`src/rtl/branch_predict_unit.sv`:
```
// Branch resolution and prediction for an RV32 pipeline.
// The fetch stage reads a direct-mapped table of saturating counters and
// targets with zero latency. The execute stage resolves conditional branches
// from full operand compares, trains the table, raises mispredict redirects
// and keeps saturating statistics counters.
module branch_predict_unit #(
  parameter int XLEN      = 32,
  parameter int ENTRIES   = 64,
  parameter int CTR_BITS  = 2,
  parameter int TAG_BITS  = 8,
  parameter int STAT_BITS = 32
) (
  input  logic                 clk,
  input  logic                 rst_n,
  input  logic [XLEN-1:0]      if_pc,
  output logic                 if_pred_taken,
  output logic [XLEN-1:0]      if_pred_target,
  input  logic                 ex_valid,
  input  logic                 ex_is_branch,
  input  logic [XLEN-1:0]      ex_pc,
  input  logic [2:0]           ex_funct3,
  input  logic [XLEN-1:0]      ex_rs1,
  input  logic [XLEN-1:0]      ex_rs2,
  input  logic [XLEN-1:0]      ex_target,
  input  logic                 ex_pred_taken,
  input  logic [XLEN-1:0]      ex_pred_target,
  input  logic                 flush_table,
  output logic                 ex_taken,
  output logic                 ex_mispredict,
  output logic [XLEN-1:0]      ex_redirect_pc,
  output logic                 ex_illegal,
  output logic [STAT_BITS-1:0] stat_branches,
  output logic [STAT_BITS-1:0] stat_mispredicts
);

  localparam int IDX = $clog2(ENTRIES);

  // Counter encodings: weakly-not-taken is MSB 0 with the rest ones,
  // weakly-taken is MSB 1 with the rest zeros.
  localparam logic [CTR_BITS-1:0] CTR_WNT = CTR_BITS'((1 << (CTR_BITS - 1)) - 1);
  localparam logic [CTR_BITS-1:0] CTR_WT  = CTR_BITS'(1 << (CTR_BITS - 1));
  localparam logic [CTR_BITS-1:0] CTR_MAX = '1;

  logic                tbl_valid  [ENTRIES];
  logic [TAG_BITS-1:0] tbl_tag    [ENTRIES];
  logic [XLEN-1:0]     tbl_target [ENTRIES];
  logic [CTR_BITS-1:0] tbl_ctr    [ENTRIES];

  logic [IDX-1:0]      if_idx;
  logic [TAG_BITS-1:0] if_tag;
  logic [IDX-1:0]      ex_idx;
  logic [TAG_BITS-1:0] ex_tag;
  logic                ex_hit;

  logic resolve;
  logic cond;
  logic reserved;
  logic counted;

  // Only the index and tag fields of the PCs feed the table.
  logic unused_pc_bits;
  assign unused_pc_bits = ^{if_pc, ex_pc};

  assign if_idx = if_pc[IDX+1:2];
  assign if_tag = if_pc[IDX+TAG_BITS+1:IDX+2];
  assign ex_idx = ex_pc[IDX+1:2];
  assign ex_tag = ex_pc[IDX+TAG_BITS+1:IDX+2];
  assign ex_hit = tbl_valid[ex_idx] && (tbl_tag[ex_idx] == ex_tag);

  // Zero-latency lookup reads the pre-update entry, so a same-cycle update
  // to the same index is only visible from the next cycle on.
  always_comb begin
    if_pred_taken  = tbl_valid[if_idx] && (tbl_tag[if_idx] == if_tag)
                     && tbl_ctr[if_idx][CTR_BITS-1];
    if_pred_target = tbl_target[if_idx];
  end

  // Branch resolution; every execute output is forced low when no branch
  // is being resolved, and a reserved funct3 never counts as taken.
  always_comb begin
    resolve  = ex_valid && ex_is_branch;
    cond     = 1'b0;
    reserved = 1'b0;
    unique case (ex_funct3)
      3'b000:  cond = (ex_rs1 == ex_rs2);
      3'b001:  cond = (ex_rs1 != ex_rs2);
      3'b100:  cond = ($signed(ex_rs1) <  $signed(ex_rs2));
      3'b101:  cond = ($signed(ex_rs1) >= $signed(ex_rs2));
      3'b110:  cond = (ex_rs1 <  ex_rs2);
      3'b111:  cond = (ex_rs1 >= ex_rs2);
      default: reserved = 1'b1;
    endcase
    counted        = resolve && !reserved;
    ex_illegal     = resolve && reserved;
    ex_taken       = counted && cond;
    ex_mispredict  = counted && ((ex_taken != ex_pred_taken) ||
                     (ex_taken && ex_pred_taken && (ex_target != ex_pred_target)));
    ex_redirect_pc = '0;
    if (resolve) ex_redirect_pc = ex_taken ? ex_target : ex_pc + XLEN'(4);
  end

  // Table training; a flush wins over a same-cycle update and only drops
  // valid bits, keeping counters and targets.
  always_ff @(posedge clk or negedge rst_n) begin
    if (!rst_n) begin
      for (int i = 0; i < ENTRIES; i++) begin
        tbl_valid[i]  <= 1'b0;
        tbl_tag[i]    <= '0;
        tbl_target[i] <= '0;
        tbl_ctr[i]    <= CTR_WNT;
      end
    end else if (flush_table) begin
      for (int i = 0; i < ENTRIES; i++) tbl_valid[i] <= 1'b0;
    end else if (counted) begin
      if (ex_hit) begin
        if (ex_taken) begin
          tbl_target[ex_idx] <= ex_target;
          if (tbl_ctr[ex_idx] != CTR_MAX) tbl_ctr[ex_idx] <= tbl_ctr[ex_idx] + 1'b1;
        end else if (tbl_ctr[ex_idx] != '0) begin
          tbl_ctr[ex_idx] <= tbl_ctr[ex_idx] - 1'b1;
        end
      end else if (ex_taken) begin
        tbl_valid[ex_idx]  <= 1'b1;
        tbl_tag[ex_idx]    <= ex_tag;
        tbl_target[ex_idx] <= ex_target;
        tbl_ctr[ex_idx]    <= CTR_WT;
      end
    end
  end

  // Statistics stick at all-ones instead of wrapping.
  always_ff @(posedge clk or negedge rst_n) begin
    if (!rst_n) begin
      stat_branches    <= '0;
      stat_mispredicts <= '0;
    end else begin
      if (counted && (stat_branches != '1)) stat_branches <= stat_branches + 1'b1;
      if (ex_mispredict && (stat_mispredicts != '1)) stat_mispredicts <= stat_mispredicts + 1'b1;
    end
  end

endmodule
```
`config.mk`:
```
export PLATFORM = sky130hd
export DESIGN_NAME = branch_predict_unit
export DESIGN_NICKNAME = d
export VERILOG_FILES = /design/src/rtl/branch_predict_unit.sv
export SDC_FILE = /design/constraint.sdc
export NUM_CORES = 2
export LEC_CHECK = 0
export ABC_CLOCK_PERIOD_IN_PS = 7500
export CORE_ASPECT_RATIO = 2
export CORE_MARGIN = 3
export CORE_UTILIZATION = 45
export DETAILED_ROUTE_END_ITERATION = 7
export GPL_ROUTABILITY_DRIVEN = 0
export PLACE_DENSITY = 0.62
export SYNTH_ARGS = -nofsm -noshare
export SYNTH_HDL_FRONTEND = slang
export SYNTH_SLANG_ARGS = --single-unit
```
`constraint.sdc`:
```
create_clock -name clk -period 7.5 [get_ports clk]
set_input_delay 1.5 -clock clk [delete_from_list [all_inputs] [get_ports clk]]
set_output_delay 1.5 -clock clk [all_outputs]
set_load 0.02 [all_outputs]
```
==> results.py <==
metrics = {
    "flow_run": {
        "cap_violations": 1,
    },
    "clock_network": {
        "clock_latency_ns": 0.94,
        "hold_buffers": 0,
        "post_cts_buffers": 0,
        "numCtsBuffers": 247,
        "cts_buffer_depth": 4,
        "cts_sinks": 2816,
        "cts_tree": "built",
        "root_buffer": "clkbuf_16",
        "clk_pin_slew_ns": 0.07,
        "htree_levels": 4,
        "cts-resized-gates": 0,
    },
    "power_and_ir_drop": {
        "p_sw_mw": 7.694,
        "pwr-share-seq_pct": 49.8,
        "power.leakage_nw": 71.77,
        "power_density_nw_per_um2": 204.8,
        "power.share.combinational_pct": 8.0,
        "p_sw_share_pct": 24.41,
        "p_int_mw": 23.82,
        "worst_ir_drop_vdd_v": 0.0001943,
        "pwr-share-clk_pct": 42.2,
    },
    "placed_design": {
        "preCtsSetupSlack_ns": 0.3413,
        "postPlaceCellArea_sq_um": 145600,
        "placed_cells": 12732,
        "dpl.hpwl_um": 287200,
        "port_buffers": 314,
    },
    "min_path": {
        "min_path_type": "reg2reg",
    },
    "timing": {
        "setup_viol": 0,
        "fmax_mhz": 141.5,
        "rsz0062_at_grt": "false",
        "hold_violations": 0,
        "tightest_slew_ns": 1.594,
        "fin_crit_sh_pct": 94.22,
        "slew_viol_final": 2,
        "fin_crit_ns": 7.067,
        "finalClockSkew_ns": 0.04908,
        "slew_headroom_pct": -9.016,
        "tns_ns": 0,
        "setup_ws_ns": 0.4333,
    },
    "cells_and_area": {
        "drive_above_1_share_pct": 49.84,
        "fin_cells": 13199,
        "final_cell_area_sq_um": 153900,
        "nFillCells": 24523,
        "final_nets": 9230,
        "area_growth_pct": 14.05,
        "multiInputGateArea_sq_um": 61070,
        "seq_area_sq_um": 70550,
    },
    "synth": {
        "ys_seq_area_share_pct": 52.28,
        "synthCells": 8835,
        "ys_ff_latch": 2816,
        "netlist_area_sq_um": 134900,
        "yosys_warnings": 0,
        "synth.avg_cell_area_sq_um": 15.27,
        "synthesis.nets": 9074,
        "ys_types": 78,
        "synth_edf_count": 0,
        "synth_top_flop_cell": "dfrtp_1",
        "async_flop_share_pct": 100.0,
    },
    "global_routing": {
        "grt_overflow": 0,
        "grt_pass1_vias": 90655,
        "grtUsageTotal_pct": 29.45,
        "antenna_found_initial": 18,
        "grt_first_pass_wirelength_um": 653000,
        "grt_max_degree": 179,
    },
    "routing": {
        "drtAntennaViolNets": 0,
        "post-route-drc-count": 0,
        "routed.top_layer": "met5",
        "via_per_inst": 6.325,
        "first_iter_violations": 6960,
        "met2WireLength_um": 230300,
        "met1Wirelength_um": 162500,
        "wl_met3_um": 22810,
        "drtPass1Iterations": 7,
        "vias": 83481,
        "routed_wl_um": 451300,
        "wire_per_inst_um": 34.19,
    },
    "critical_path": {
        "crit_type": "in2out",
        "worstPathRequired_ns": 6.00,
        "endpoint_kind": "output pin",
        "cp_max_fo": 67,
        "rrSetupSlack_ns": 2.98,
        "arrival_ns": 5.57,
        "start_kind": "input pin",
    },
    "floorplan": {
        "die_h_um": 780.4,
        "initial_core_util_pct": 45.31,
        "rows": 283,
        "die_x_um": 393.2,
        "core_area_sq_um": 297800,
        "die_area_sq_um": 306900,
        "io_pins": 333,
    },
    "outcome": {
        "status": "complete, but fails checks",
        "violations": "capacitance limit, slew limit",
    },
}
[state kept, by name, summed over array words and instances, names as in the netlist]
register and cells:
tbl_target 2048, tbl_tag 512, tbl_ctr 128, tbl_valid 64, stat_branches 32, stat_mispredicts 32
[cells in the final DEF, fill, tap and decap left out, drive strengths merged, types with 27 or more instances in the layout]
| cell type | n |
|---|---|
| mux4 | 894 |
| o22ai | 27 |
| nand3 | 56 |
| buf | 512 |
| dfrtp | 2752 |
| clkdlybuf4s50 | 253 |
| nand2 | 192 |
| nor2 | 148 |
| nand4 | 38 |
| mux2i | 68 |
| nor3 | 146 |
| ha | 38 |
| dfstp | 64 |
| clkinv | 39 |
| inv | 78 |
| a221oi | 72 |
| mux2 | 2744 |
| xnor2 | 90 |
| o21ai | 57 |
| and3 | 31 |
| a21oi | 138 |
| clkbuf | 386 |
| xor2 | 46 |
| a22oi | 75 |
[cell families after synthesis]
group | count (synthesis) | synth area share [%]
fa+ha+maj | 38 | 0.3524
compound gates | 495 | 2.529
flops | 2816 | 52.28
buf+inv | 933 | 2.825
simple gates | 711 | 2.797
xor+xnor | 136 | 0.8827
mux | 3706 | 38.33
[stage by stage]
step | hold slack, ns | util, % | total power, mW
after floorplan | 0.4735 | - | 17.23
after global placement | 0.4751 | 48.88 | 18.41
after detailed placement | 0.4870 | 48.88 | 18.50
after CTS | 0.5015 | 51.67 | 31.78
after global routing | 0.5111 | 51.67 | 32.49
final | 0.4948 | 51.68 | 31.51
[metal layers]
layer	vias to the layer above	GRT usage, %
li1	33404	-
met5	-	0
met2	3101	50.64
met3	1261	4.022
met1	45709	34.23
met4	6	19.42
[area by class of cell]
| type | count | share of cell area (%) |
|---|---|---|
| antenna | 18 | 0.02927 |
| clock buffer | 386 | 4.871 |
| clock inverter | 63 | 0.5162 |
| inverter | 75 | 0.1829 |
| multi-input combinational | 5086 | 39.68 |
| sequential | 2816 | 45.84 |
| tap | 3990 | 3.244 |
| timing repair buffer | 765 | 5.636 |
[path summary, 6_finish.rpt]
path                                      end             start  cells past startpoint
hold reg to reg              stat_branches[6]  stat_branches[6]                      1
max in group asynchronous    tbl_target[1574]             rst_n                      3
setup / recovery           ex_redirect_pc[31]        ex_rs2[23]                     15
min in group asynchronous    tbl_target[1017]             rst_n                      1
setup reg to reg                  tbl_ctr[61]       tbl_ctr[56]                     17
hold / removal               stat_branches[6]  stat_branches[6]                      1
[critical path, stage by stage]
cell and delay [ns]:
clkdlybuf4s50_1 0.47, inv_1 0.05, ha_1 0.31, a21oi_1 0.15, o21ai_0 0.10, a221oi_1 0.32, o211ai_1 0.13, a21oi_1 0.42
a21oi_1 0.07, a311o_1 0.37, nor3_2 0.26, buf_12 0.26, a21oi_1 0.12, nor2_1 0.12, clkdlybuf4s50_1 0.76
[Yosys cell counts, types with 46 or more instances]
cell type	count	area [sq um]
dfrtp_1	2752	68870
mux2_2	2628	29590
mux4_2	894	20130
clkbuf_1	591	2218
nand2_1	192	720.7
buf_2	149	745.7
nor2_1	148	555.5
a21oi_1	138	690.7
mux2_1	116	1306
buf_1	96	360.4
xnor2_1	90	788.3
nor3_1	86	430.4
a22oi_1	75	563.0
inv_1	73	274.0
a221oi_1	72	630.6
mux2i_1	67	670.6
dfstp_2	64	1682
nor3_2	60	600.6
nand3_1	56	280.3
o21ai_0	55	275.3
xor2_1	46	402.9
[power by group through the flow]
stage,Clock (mW),Combinational [mW],Sequential [mW]
2_1_floorplan,0,1.30,15.9
3_3_place_gp,0,2.47,15.9
3_5_place_dp,0,2.53,16.0
4_1_cts,13.6,2.54,15.7
5_1_grt,14.1,2.68,15.7
6_report,13.3,2.52,15.7
Note: power is estimated with default switching activity, not from simulation.
